===== src/rtl/exu_wb_buffer_if.sv =====
// Execute-to-writeback buffer bus: execute-side capture inputs, writeback-side head outputs.
// slave = buffer, master = execute/writeback driver.
interface exu_wb_buffer_if #(
   parameter int PC_W     = 64,
   parameter int INSTR_W  = 32,
   parameter int LREG_W   = 5,
   parameter int RESULT_W = 64
);
   logic                in_valid;
   logic                in_ready;
   logic [PC_W-1:0]     in_pc;
   logic [INSTR_W-1:0]  in_instr;
   logic [LREG_W-1:0]   in_rd;
   logic                in_need_to_wb;
   logic [2:0]          in_unit_sel;
   logic [RESULT_W-1:0] in_alu_result;
   logic [RESULT_W-1:0] in_bju_result;
   logic [RESULT_W-1:0] in_muldiv_result;
   logic                flush;
   logic                out_valid;
   logic                out_ready;
   logic [PC_W-1:0]     out_pc;
   logic [INSTR_W-1:0]  out_instr;
   logic [LREG_W-1:0]   out_rd;
   logic                out_wb_en;
   logic [RESULT_W-1:0] out_result;
   logic [63:0]         retire_count;

   modport slave (
      input  in_valid, in_pc, in_instr, in_rd, in_need_to_wb, in_unit_sel,
             in_alu_result, in_bju_result, in_muldiv_result, flush, out_ready,
      output in_ready, out_valid, out_pc, out_instr, out_rd, out_wb_en,
             out_result, retire_count
   );

   modport master (
      output in_valid, in_pc, in_instr, in_rd, in_need_to_wb, in_unit_sel,
             in_alu_result, in_bju_result, in_muldiv_result, flush, out_ready,
      input  in_ready, out_valid, out_pc, out_instr, out_rd, out_wb_en,
             out_result, retire_count
   );
endinterface


===== src/rtl/exu_wb_buffer.sv =====
// Two-entry elastic buffer between execute and writeback; selects the writeback
// value at capture time and hands one entry per cycle to writeback.
module exu_wb_buffer #(
   parameter int                   PC_W     = 64,
   parameter int                   INSTR_W  = 32,
   parameter int                   LREG_W   = 5,
   parameter int                   RESULT_W = 64,
   parameter int                   DEPTH    = 2,
   parameter logic [RESULT_W-1:0]  POISON   = 64'hDEADBEEF
) (
   input  logic           clock,
   input  logic           reset_n,
   exu_wb_buffer_if.slave bus
);
   typedef struct packed {
      logic [PC_W-1:0]     pc;
      logic [INSTR_W-1:0]  instr;
      logic [LREG_W-1:0]   rd;
      logic                wb_en;
      logic [RESULT_W-1:0] result;
   } entry_t;

   logic        r_wptr;
   logic        r_rptr;
   logic [1:0]  r_count;
   logic [63:0] r_retire_count;

   logic        w_in_ready;
   logic        w_out_valid;
   logic        w_push;
   logic        w_pop;
   entry_t      w_wr_entry;
   entry_t      w_entries [DEPTH];

   // in_ready depends only on stored occupancy, never on out_ready.
   assign w_in_ready  = (r_count != 2'd2);
   assign w_out_valid = (r_count != 2'd0);
   assign w_push      = bus.in_valid & w_in_ready & ~bus.flush;
   assign w_pop       = w_out_valid & bus.out_ready & ~bus.flush;

   always_comb begin
      w_wr_entry       = '0;
      w_wr_entry.pc    = bus.in_pc;
      w_wr_entry.instr = bus.in_instr;
      w_wr_entry.rd    = bus.in_rd;
      w_wr_entry.wb_en = bus.in_need_to_wb & (|bus.in_unit_sel) & (bus.in_rd != '0);
      // Same priority as the execute bypass: alu, then muldiv, then bju.
      if (bus.in_unit_sel[0])
         w_wr_entry.result = bus.in_alu_result;
      else if (bus.in_unit_sel[2])
         w_wr_entry.result = bus.in_muldiv_result;
      else if (bus.in_unit_sel[1])
         w_wr_entry.result = bus.in_bju_result;
      else
         w_wr_entry.result = POISON;
   end

   genvar gi;
   generate
      for (gi = 0; gi < DEPTH; gi++) begin : g_entry
         localparam logic LP_IDX = 1'(gi);
         entry_t r_entry;

         always_ff @(posedge clock or negedge reset_n) begin
            if (!reset_n)
               r_entry <= '0;
            else if (w_push && (r_wptr == LP_IDX))
               r_entry <= w_wr_entry;
         end

         assign w_entries[gi] = r_entry;
      end
   endgenerate

   always_ff @(posedge clock or negedge reset_n) begin
      if (!reset_n) begin
         r_wptr         <= 1'b0;
         r_rptr         <= 1'b0;
         r_count        <= 2'd0;
         r_retire_count <= 64'd0;
      end else if (bus.flush) begin
         r_wptr  <= 1'b0;
         r_rptr  <= 1'b0;
         r_count <= 2'd0;
      end else begin
         if (w_push)
            r_wptr <= ~r_wptr;
         if (w_pop) begin
            r_rptr         <= ~r_rptr;
            r_retire_count <= r_retire_count + 64'd1;
         end
         case ({w_push, w_pop})
            2'b10:   r_count <= r_count + 2'd1;
            2'b01:   r_count <= r_count - 2'd1;
            default: r_count <= r_count;
         endcase
      end
   end

   assign bus.in_ready     = w_in_ready;
   assign bus.out_valid    = w_out_valid;
   assign bus.out_pc       = w_entries[r_rptr].pc;
   assign bus.out_instr    = w_entries[r_rptr].instr;
   assign bus.out_rd       = w_entries[r_rptr].rd;
   assign bus.out_wb_en    = w_entries[r_rptr].wb_en;
   assign bus.out_result   = w_entries[r_rptr].result;
   assign bus.retire_count = r_retire_count;
endmodule


===== src/flat_wrapper.sv =====
// flat-port wrapper written by rule: the top's interface ports become plain ports
module exu_wb_buffer_flat 
#(
   parameter int                   PC_W     = 64,
   parameter int                   INSTR_W  = 32,
   parameter int                   LREG_W   = 5,
   parameter int                   RESULT_W = 64,
   parameter int                   DEPTH    = 2,
   parameter logic [RESULT_W-1:0]  POISON   = 64'hDEADBEEF
)
  (clock, reset_n, bus_in_valid, bus_in_pc, bus_in_instr, bus_in_rd, bus_in_need_to_wb, bus_in_unit_sel, bus_in_alu_result, bus_in_bju_result, bus_in_muldiv_result, bus_flush, bus_out_ready, bus_in_ready, bus_out_valid, bus_out_pc, bus_out_instr, bus_out_rd, bus_out_wb_en, bus_out_result, bus_retire_count);
  exu_wb_buffer_if #(.PC_W(PC_W), .INSTR_W(INSTR_W), .LREG_W(LREG_W), .RESULT_W(RESULT_W)) bus_i ();
  input  logic clock;
  input  logic reset_n;
  input wire logic [$bits(bus_i.in_valid)-1:0] bus_in_valid;
  input wire logic [$bits(bus_i.in_pc)-1:0] bus_in_pc;
  input wire logic [$bits(bus_i.in_instr)-1:0] bus_in_instr;
  input wire logic [$bits(bus_i.in_rd)-1:0] bus_in_rd;
  input wire logic [$bits(bus_i.in_need_to_wb)-1:0] bus_in_need_to_wb;
  input wire logic [$bits(bus_i.in_unit_sel)-1:0] bus_in_unit_sel;
  input wire logic [$bits(bus_i.in_alu_result)-1:0] bus_in_alu_result;
  input wire logic [$bits(bus_i.in_bju_result)-1:0] bus_in_bju_result;
  input wire logic [$bits(bus_i.in_muldiv_result)-1:0] bus_in_muldiv_result;
  input wire logic [$bits(bus_i.flush)-1:0] bus_flush;
  input wire logic [$bits(bus_i.out_ready)-1:0] bus_out_ready;
  output wire logic [$bits(bus_i.in_ready)-1:0] bus_in_ready;
  output wire logic [$bits(bus_i.out_valid)-1:0] bus_out_valid;
  output wire logic [$bits(bus_i.out_pc)-1:0] bus_out_pc;
  output wire logic [$bits(bus_i.out_instr)-1:0] bus_out_instr;
  output wire logic [$bits(bus_i.out_rd)-1:0] bus_out_rd;
  output wire logic [$bits(bus_i.out_wb_en)-1:0] bus_out_wb_en;
  output wire logic [$bits(bus_i.out_result)-1:0] bus_out_result;
  output wire logic [$bits(bus_i.retire_count)-1:0] bus_retire_count;
  assign bus_i.in_valid = bus_in_valid;
  assign bus_i.in_pc = bus_in_pc;
  assign bus_i.in_instr = bus_in_instr;
  assign bus_i.in_rd = bus_in_rd;
  assign bus_i.in_need_to_wb = bus_in_need_to_wb;
  assign bus_i.in_unit_sel = bus_in_unit_sel;
  assign bus_i.in_alu_result = bus_in_alu_result;
  assign bus_i.in_bju_result = bus_in_bju_result;
  assign bus_i.in_muldiv_result = bus_in_muldiv_result;
  assign bus_i.flush = bus_flush;
  assign bus_i.out_ready = bus_out_ready;
  assign bus_in_ready = bus_i.in_ready;
  assign bus_out_valid = bus_i.out_valid;
  assign bus_out_pc = bus_i.out_pc;
  assign bus_out_instr = bus_i.out_instr;
  assign bus_out_rd = bus_i.out_rd;
  assign bus_out_wb_en = bus_i.out_wb_en;
  assign bus_out_result = bus_i.out_result;
  assign bus_retire_count = bus_i.retire_count;
  exu_wb_buffer #(.PC_W(PC_W), .INSTR_W(INSTR_W), .LREG_W(LREG_W), .RESULT_W(RESULT_W), .DEPTH(DEPTH), .POISON(POISON)) u_core (.clock(clock), .reset_n(reset_n), .bus(bus_i));
endmodule

===== config.mk =====
export PLATFORM = sky130hd
export DESIGN_NAME = exu_wb_buffer_flat
export DESIGN_NICKNAME = d
export VERILOG_FILES = /design/src/rtl/exu_wb_buffer_if.sv /design/src/rtl/exu_wb_buffer.sv /design/src/flat_wrapper.sv
export SDC_FILE = /design/constraint.sdc
export NUM_CORES = 1
export LEC_CHECK = 0
export ABC_CLOCK_PERIOD_IN_PS = 2650
export CORE_AREA = 2 2 205 207
export CTS_CLUSTER_SIZE = 10
export DETAILED_ROUTE_END_ITERATION = 10
export DIE_AREA = 0 0 207 209
export PLACE_DENSITY = 0.76
export SYNTH_ARGS = -nofsm -noshare
export SYNTH_HDL_FRONTEND = slang
export SYNTH_SLANG_ARGS = --single-unit

===== constraint.sdc =====
create_clock -name clock -period 2.65 [get_ports clock]
set_input_delay 0.6625 -clock clock [delete_from_list [all_inputs] [get_ports clock]]
set_output_delay 0.6625 -clock clock [all_outputs]
set_load 0.02 [all_outputs]

### Word level (Yosys, flattened, before mapping)

Cells that the tools add are included.

| word-level totals | value |
|---|---|
| output and inout port bits | 232 |
| input bits | 302 |
| bits in registers | 400 |

| cells by class | value |
|---|---|
| bitwise gates (word level) | 10 |
| equality and inequality tests | 3 |
| $add $sub $neg | 3 |
| reductions and logical operators | 9 |
| mux-type cells | 12 |
| magnitude comparators | 1 |

Operator list:

| cell | number |
|---|---|
| 2-to-1 mux 166 bit | 3 |
| 2-to-1 mux 64 bit | 3 |
| adder 64 x 1 -> 64 bit, second input constant | 1 |
| bitwise AND 1 bit | 6 |
| nonzero test 2 bit | 3 |
| nonzero test 5 bit | 1 |
| 2-to-1 mux 1 bit | 4 |
| case mux 2 bit (2 select lines) | 1 |
| NOT 1 bit | 3 |
| nonzero test 3 bit | 1 |
| OR reduction 3 bit | 1 |
| adder 2 x 1 -> 2 bit, second input constant | 1 |
| == test 2 x 1 -> 1 bit, second input constant | 1 |
| == test 2 bit, second input constant | 1 |
| greater-or-equal comparator 2 bit, second input constant | 1 |
| logical AND 1 bit | 2 |
| 2-to-1 mux 2 bit | 1 |
| != test 2 bit, second input constant | 1 |
| NOT 1 -> 2 bit | 1 |
| AND reduction 2 bit | 1 |
| subtractor 2 x 1 -> 2 bit, second input constant | 1 |

### Longest topological paths before layout

Gate-level depths: netlist of run 1.

| logic depth | value |
|---|---|
| depth in word-level cells | 6 |
| depth in mapped cells | 8 |
| depth with buffers taken out | 6 |

### Worst setup path before layout of run 1

No wires, ideal clock.

| path | value |
|---|---|
| path type | register to output |
| start point | register u_core.r_rptr |
| end point | output bus_out_pc[24] |
| stages on the path, launching flop included | 5 |
| setup slack | 0.413 ns |
| arrival time | 1.575 ns |
| cell sequence | dfrtp_1 -> clkbuf_1 -> clkbuf_1 -> clkbuf_1 -> mux2_2 |

| between the ends | value |
|---|---|
| longest elaborated chain between the ends | 4 |

Ends and longest elaborated chain:

| item | RTL line | text |
|---|---|---|
| start, declared | exu_wb_buffer.sv:24 | `logic r_rptr;` |
| start signal, assigned | exu_wb_buffer.sv:89 | `r_rptr <= ~r_rptr;` |
| NOT 1 -> 2 bit (implied by the code) | exu_wb_buffer.sv:102 | `assign bus.out_pc = w_entries[r_rptr].pc;` |
| 2-to-1 mux 166 bit (implied by the code) (3 in a row) | exu_wb_buffer.sv:102 |  |
| end, declared | flat_wrapper.sv:28 | `output wire logic [$bits(bus_i.out_pc)-1:0] bus_out_pc;` |

No other way between the ends. The select of a mux whose other input is x is not followed.

### Final worst setup path of run 1

| path | value |
|---|---|
| start point | register u_core.r_rptr |
| end point | output bus_out_pc[62] |

Same word-level chain as after synthesis.

==> run_results.csv, run 1 <==
group,metric,value,unit
placed_design,hpwl,40100,um
setup_path,startpoint,"u_core.r_rptr$_DFFE_PN0P_",
clock_tree,cts.sinks,400,
yosys,syn_nets,2096,
timing,fin_skew,25.6,ps
final_layout,num-nets-final,2640,
final_layout,instances_no_fill,2893,
clock_tree,htreeDepth,2,
final_layout,final_util,62.3,%
yosys,synth_warnings,0,
yosys,netlist_instances,1793,
timing,setup_violations,24,
timing,hold_viol,0,
clock_tree,root_buffer,"clkbuf_16",
setup_path,rrSetupSlack,490,ps
job,cap_violations,0,
setup_path,reg2reg_depth,5,
outcome,failed_checks,"setup timing",
routing,route.met3.wl,3660,um
routing,met2_length,28400,um
routing,first_pass_iters,5,
yosys,ys.flop_type,"dfrtp_1",
global_routing,grt_max_degree,104,
pwr,leakagePower,12.2,nW
timing,layout_min_cycle_time,2780,ps
pwr,seqPwrFrac,43.0,%
clock_tree,clkTransAtPathRegs,60,ps
floorplan,rows,75,
global_routing,grt-ovfl-total,0,
final_layout,fillCellCount,3318,
setup_path,endpoint_kind,"output port",
final_layout,multi_input_area,7900,sq um
timing,rsz0062_at_grt,"yes",
routing,avgRoutedWirePerCell,19.8,um
timing,layout_setup_ws,-133,ps
outcome,status,"finished, violations left",
final_layout,final_area,25700,sq um
yosys,yosysUniqueCellTypes,38,
routing,vias_per_cell,5.36,
placed_design,place_ws,95.4,ps
setup_path,path_class,"flip-flop to output port",
timing,worst_slew_pin_slew,974,ps
timing,post-route-period-util,105,%
global_routing,grt_pass1_vias,16353,
floorplan,die_h,209,um
timing,final.setup.tns,-1300,ps
global_routing,antenna_found_initial,7,
routing,top_layer,"met5",
yosys,ys_seq_area_share,54.4,%
clock_tree,clk_latency,590,ps
timing,maxSlewViolCount,0,
final_layout,regArea,10000,sq um
floorplan,initial_utilization,44.5,%
pwr,p_int,13.3,mW
routing,remaining_drc_errors,0,
min_path,hp-class,"input port to asynchronous set/reset pin",
pwr,p_switching,5.85,mW
setup_path,crit_fanout,13,
setup_path,critPathArrivalTime,2120,ps
final_layout,drive_gt1_share,23.4,%
setup_path,crit_path_start_kind,"flip-flop",
yosys,synth_edf_count,0,
pwr,comb_power_share,26.9,%
placed_design,numPortBuffers,533,
floorplan,die_area,43300,sq um
yosys,synth.avg_cell_area,10.3,sq um
global_routing,grt_usage,25.4,%
placed_design,placed_cells,2818,
floorplan,boundaryPins,534,
timing,fmax,359,MHz
floorplan,dieWidth,207,um
pwr,ir_drop,0.613,mV
routing,via_count,15501,
placed_design,dpl_cell_area,24700,sq um
routing,drt_iter0_drc,966,
yosys,ys_ff_latch,400,
pwr,switching_share,30.5,%
routing,ant_nets,0,
setup_path,worstReg2RegStart,"u_core.bus.retire_count[40]$_DFFE_PN0P_",
timing,relSlewSlack,35.0,%
clock_tree,cts_tree,"yes",
routing,drt-total-wl,57200,um
yosys,mappedNetlistArea,18400,sq um
yosys,async_flop_share,100,%
setup_path,rr_endpoint,"u_core.bus.retire_count[50]$_DFFE_PN0P_",
clock_tree,numCtsBuffers,47,
clock_tree,clock_path_buffers,3,
pwr,power_density,745,nW/um^2
pwr,pwr-share-clk,30.1,%
floorplan,core_area,41300,sq um
global_routing,grt_pass1_wl,88200,um
routing,wl_met1,22500,um
placed_design,gp_congestion,0.923,
final_layout,area_growth,39.9,%
setup_path,required,1990,ps
layer usage:
| metal | up-vias | global-route usage (%) |
|---|---|---|
| li1 | 7186 | - |
| met5 | - | 0 |
| met4 | 2 | 12.0 |
| met2 | 569 | 43.6 |
| met1 | 7597 | 30.1 |
| met3 | 147 | 5.94 |
how the worst max path moves through the flow:
| stage | endpoint | slack [ps] | depth (start not counted) |
|---|---|---|---|
| final | bus_out_pc[62] | -130 | 4 |
| after global routing | bus_out_pc[62] | -180 | 4 |
| after CTS | bus_out_result[19] | -390 | 3 |
| after detailed placement | u_core.bus.retire_count[50]$_DFFE_PN0P_ | 100 | 8 |
| after global placement | u_core.bus.retire_count[50]$_DFFE_PN0P_ | 150 | 8 |
| after floorplan | bus_out_pc[24] | 410 | 4 |
timing repair:
action | CTS | global route
hold buffers | 0 | 0
cloned | 0 | 5
hold endpoints to repair | 0 | 0
buffers inserted | 0 | 4
endpoints found under the setup margin | 166 | 154
resized for setup | 189 | 285
flip-flops by register name, summed over array words and instances (netlist names):
name                     cells
u_core.bus.retire_count     64
u_core.r_rptr                1
u_core.g_entry.r_entry     332
u_core.r_wptr                1
u_core.r_count               2
power groups by stage:
stage | logic, mW | clock network (mW) | registers [mW]
floorplan | 3.07 | 0 | 8.06
global placement | 5.39 | 0 | 8.22
detailed placement | 5.56 | 0 | 8.30
CTS | 5.30 | 5.88 | 8.22
global route | 5.55 | 6.15 | 8.38
finish | 5.15 | 5.77 | 8.25
cell type report:
cell class | count | share of cell area [%]
flip-flops and latches | 400 | 38.9
clock buffers | 55 | 4.80
well taps | 539 | 2.62
inverters | 12 | 0.175
clock inverters | 5 | 0.365
multi-input cells | 1269 | 30.7
repair buffers | 607 | 22.4
diodes | 6 | 0.0584
synthesized netlist by cell type (2+ instances only):
library cell | number | share of area (%)
nand2_1 | 460 | 9.4
dfrtp_1 | 400 | 54
mux2_2 | 270 | 17
o21ai_0 | 131 | 3.6
nor2_1 | 99 | 2.0
clkbuf_1 | 83 | 1.7
a21oi_1 | 66 | 1.8
a22oi_1 | 39 | 1.6
xor2_1 | 38 | 1.8
nand3_1 | 26 | 0.71
xnor2_1 | 26 | 1.2
buf_2 | 24 | 0.65
o22ai_1 | 24 | 0.82
nand4_1 | 23 | 0.78
nor3_1 | 21 | 0.57
inv_1 | 12 | 0.24
nor4_1 | 10 | 0.34
and3_1 | 9 | 0.31
buf_1 | 5 | 0.10
nand2b_1 | 4 | 0.14
and4_1 | 2 | 0.095
nor2b_1 | 2 | 0.068
nor4_2 | 2 | 0.14
or2_2 | 2 | 0.068
or4_4 | 2 | 0.12
kinds of logic after synthesis:
group	Yosys count	synth area share (%)
xor+xnor	65	3.14
mux	270	16.5
compound gates	263	7.91
flops	400	54.4
fa+ha+maj	1	0.0680
buf+inv	124	2.69
simple gates	670	15.2
through the flow:
stage,total power [mW],hold slack [ps]
6_report,19.2,26.9
3_5_place_dp,13.9,458
5_1_grt,20.1,48.4
4_1_cts,19.4,40.8
3_3_place_gp,13.6,453
2_1_floorplan,11.1,367
cells in the final DEF, fill, tap and decap left out, drive strengths merged, types with 13 or more instances in the layout:
cell type      Yosys  final
nand2            460    460
dfrtp            400    400
clkdlybuf4s50      0    363
mux2             270    270
o21ai            132    132
clkbuf            83    130
buf               29    126
nor2              99     99
a21oi             66     66
a22oi             39     39
xor2              38     38
dlymetal6s2s       0     30
nand3             27     27
xnor2             27     27
o22ai             24     24
nand4             23     23
nor3              22     22
inv               12     13
nor4              13     13
critical path: stages, from the launching register on:
cell           delay [ps]
dfrtp_4               460
buf_12                190
buf_4                 180
mux2_2                350
dlygate4sd2_1         330
No activity file was read; power rests on OpenSTA's default activity.
==> inputs of run 2 (changes only) <==
CTS_CLUSTER_SIZE = 12   (was 10)
==> run_results.csv, run 2 (synthesized netlist as in run 1, its figures left out) <==
group,metric,value,unit
outcome,status,"finished, violations left",
outcome,failed_checks,"setup timing",
pwr,comb_power_share,29.3,%
routing,remaining_drc_errors,0,
final_layout,instances_no_fill,2920,
global_routing,grt_max_degree,104,
timing,worst_slew_pin_slew,968,ps
setup_path,critPathArrivalTime,2010,ps
floorplan,rows,75,
final_layout,num-nets-final,2650,
clock_tree,clk_latency,580,ps
timing,fin_skew,20.9,ps
global_routing,grt_pass1_wl,89900,um
final_layout,drive_gt1_share,25.5,%
timing,setup_violations,8,
setup_path,path_class,"flip-flop to output port",
timing,layout_setup_ws,-21.3,ps
routing,via_count,15663,
setup_path,crit_top_cell,"buf_6",
min_path,hp-class,"input port to asynchronous set/reset pin",
routing,ant_nets,0,
floorplan,core_area,41300,sq um
clock_tree,numCtsBuffers,43,
floorplan,dieWidth,207,um
global_routing,grt-ovfl-total,0,
setup_path,rr_endpoint,"u_core.bus.retire_count[56]$_DFFE_PN0P_",
global_routing,grt_pass1_vias,16472,
pwr,p_switching,6.06,mW
clock_tree,cts.sinks,400,
placed_design,numPortBuffers,533,
final_layout,largest_reg_flops,332,
routing,drt_iter0_drc,1062,
setup_path,crit_family,"buffers and inverters",
global_routing,antenna_found_initial,8,
final_layout,area_growth,44.6,%
pwr,seqPwrFrac,41.7,%
setup_path,path_depth,5,
timing,hold_viol,0,
setup_path,critPathBufInv,4,
clock_tree,cts_tree,"yes",
setup_path,reg2reg_depth,5,
routing,avgRoutedWirePerCell,20.1,um
floorplan,die_area,43300,sq um
setup_path,endpoint,"bus_out_pc[30]",
setup_path,worst_path_max_delay_cell,"dfrtp_4",
job,cap_violations,0,
pwr,ir_drop,0.665,mV
floorplan,boundaryPins,534,
setup_path,cp_cell_sequence,"buf_6 -> buf_12 -> buf_16 -> mux2_4 -> buf_6",
floorplan,initial_utilization,44.5,%
placed_design,gp_congestion,0.923,
timing,maxSlewViolCount,0,
timing,layout_min_cycle_time,2670,ps
pwr,power_density,744,nW/um^2
final_layout,top_register,"u_core.g_entry.r_entry",
timing,fmax,374,MHz
global_routing,grt_usage,26.2,%
setup_path,crit_path_start_kind,"flip-flop",
final_layout,layout_commonest_cell,"nand2_1",
pwr,p_int,13.7,mW
clock_tree,htreeDepth,2,
routing,first_pass_iters,5,
timing,post-route-period-util,101,%
routing,drt-total-wl,58600,um
setup_path,startpoint,"u_core.r_rptr$_DFFE_PN0P_",
placed_design,placed_cells,2818,
setup_path,max_stage_delay,510,ps
final_layout,final_util,64.4,%
clock_tree,clkTransAtPathRegs,60,ps
final_layout,final_cell_mix,"nand2_1, dfrtp_1, clkdlybuf4s50_1, mux2_2, o21ai_0",
clock_tree,clock_path_buffers,3,
placed_design,hpwl,40100,um
clock_tree,root_buffer,"clkbuf_16",
floorplan,die_h,209,um
placed_design,place_ws,95.4,ps
setup_path,required,1990,ps
setup_path,rrSetupSlack,490,ps
pwr,pwr-share-clk,29.0,%
setup_path,worstReg2RegStart,"u_core.bus.retire_count[6]$_DFFE_PN0P_",
timing,rsz0062_at_grt,"yes",
pwr,switching_share,30.6,%
setup_path,crit_fanout,7,
routing,vias_per_cell,5.36,
pwr,power,19.8,mW
setup_path,endpoint_kind,"output port",
timing,relSlewSlack,35.4,%
pwr,leakagePower,12.2,nW
## run 2: changes by cell type in the layout (fill, tap and decap cells not counted), moves of 5 or more
| cell | previous run | this run |
|---|---|---|
| clkbuf_8 | 3 | 10 |
| buf_4 | 54 | 43 |
| buf_16 | 2 | 10 |
| mux2_2 | 269 | 254 |
| buf_8 | 1 | 7 |
| clkbuf_2 | 72 | 0 |
| clkbuf_1 | 5 | 11 |
| buf_6 | 4 | 110 |
| dlymetal6s2s_1 | 30 | 1 |
| dlygate4sd2_1 | 5 | 0 |
| mux2_4 | 1 | 16 |
## run 2: layout make-up
cell class | instances | area, sq um
fill | 3195 | 14700
sequential | 400 | 10000
multi-input combinational | 1269 | 7960
timing repair buffer | 621 | 6550
clock buffer | 64 | 1250
tap | 539 | 674
clock inverter | 8 | 80.1
inverter | 12 | 45.0
antenna | 7 | 17.5
## run 2: worst min path at each step
| stage | start | to | slack, ps | cells past startpoint |
|---|---|---|---|---|
| finish | reset_n | u_core.g_entry[1].r_entry[118]$_DFFE_PN0P_ | 30 | 1 |
| global route | reset_n | u_core.g_entry[1].r_entry[118]$_DFFE_PN0P_ | 60 | 1 |
| detailed placement | u_core.g_entry[0].r_entry[110]$_DFFE_PN0P_ | u_core.g_entry[0].r_entry[110]$_DFFE_PN0P_ | 460 | 2 |
| floorplan | reset_n | u_core.bus.retire_count[0]$_DFFE_PN0P_ | 370 | 0 |
| CTS | reset_n | u_core.g_entry[1].r_entry[118]$_DFFE_PN0P_ | 40 | 1 |
| global placement | u_core.g_entry[0].r_entry[155]$_DFFE_PN0P_ | u_core.g_entry[0].r_entry[155]$_DFFE_PN0P_ | 450 | 2 |
## run 2: power by group through the flow
stage                     Combinational, mW  Clock, mW  Sequential [mW]
after floorplan                        3.07          0             8.06
after global placement                 5.39          0             8.22
after detailed placement               5.56          0             8.30
after CTS                              5.67       5.84             8.21
after global routing                   6.20       6.12             8.38
final                                  5.81       5.74             8.25
## run 2: stage by stage
| step | cell area (sq um) | setup TNS [ps] | hold WS, ps |
|---|---|---|---|
| floorplan | 18400 | 0 | 367 |
| global placement | 24700 | 0 | 453 |
| detailed placement | 24700 | 0 | 458 |
| CTS | 26300 | -2540 | 44.2 |
| global route | 26600 | -3710 | 56.3 |
| finish | 26600 | -68.3 | 26.1 |
## run 2: timing repair
action,4_1_cts,5_1_grt
gates resized for setup,874,53
setup buffers,10,0
hold buffers,0,0
gates cloned,9,5
setup endpoints to repair,166,140
## run 2: layer usage
layer  GRT usage (%)  wire length (um)
met5               0                13
met4            13.2              3010
met3            7.09              3880
met2            43.7             28700
met1            31.3             22900
## run 2: worst reg2reg max path, stage by stage (launching register included)
cell	delay, ps
dfrtp_1	470
nand4_1	200
nor4_1	420
nand3_1	240
nor4b_1	570
xor2_1	120
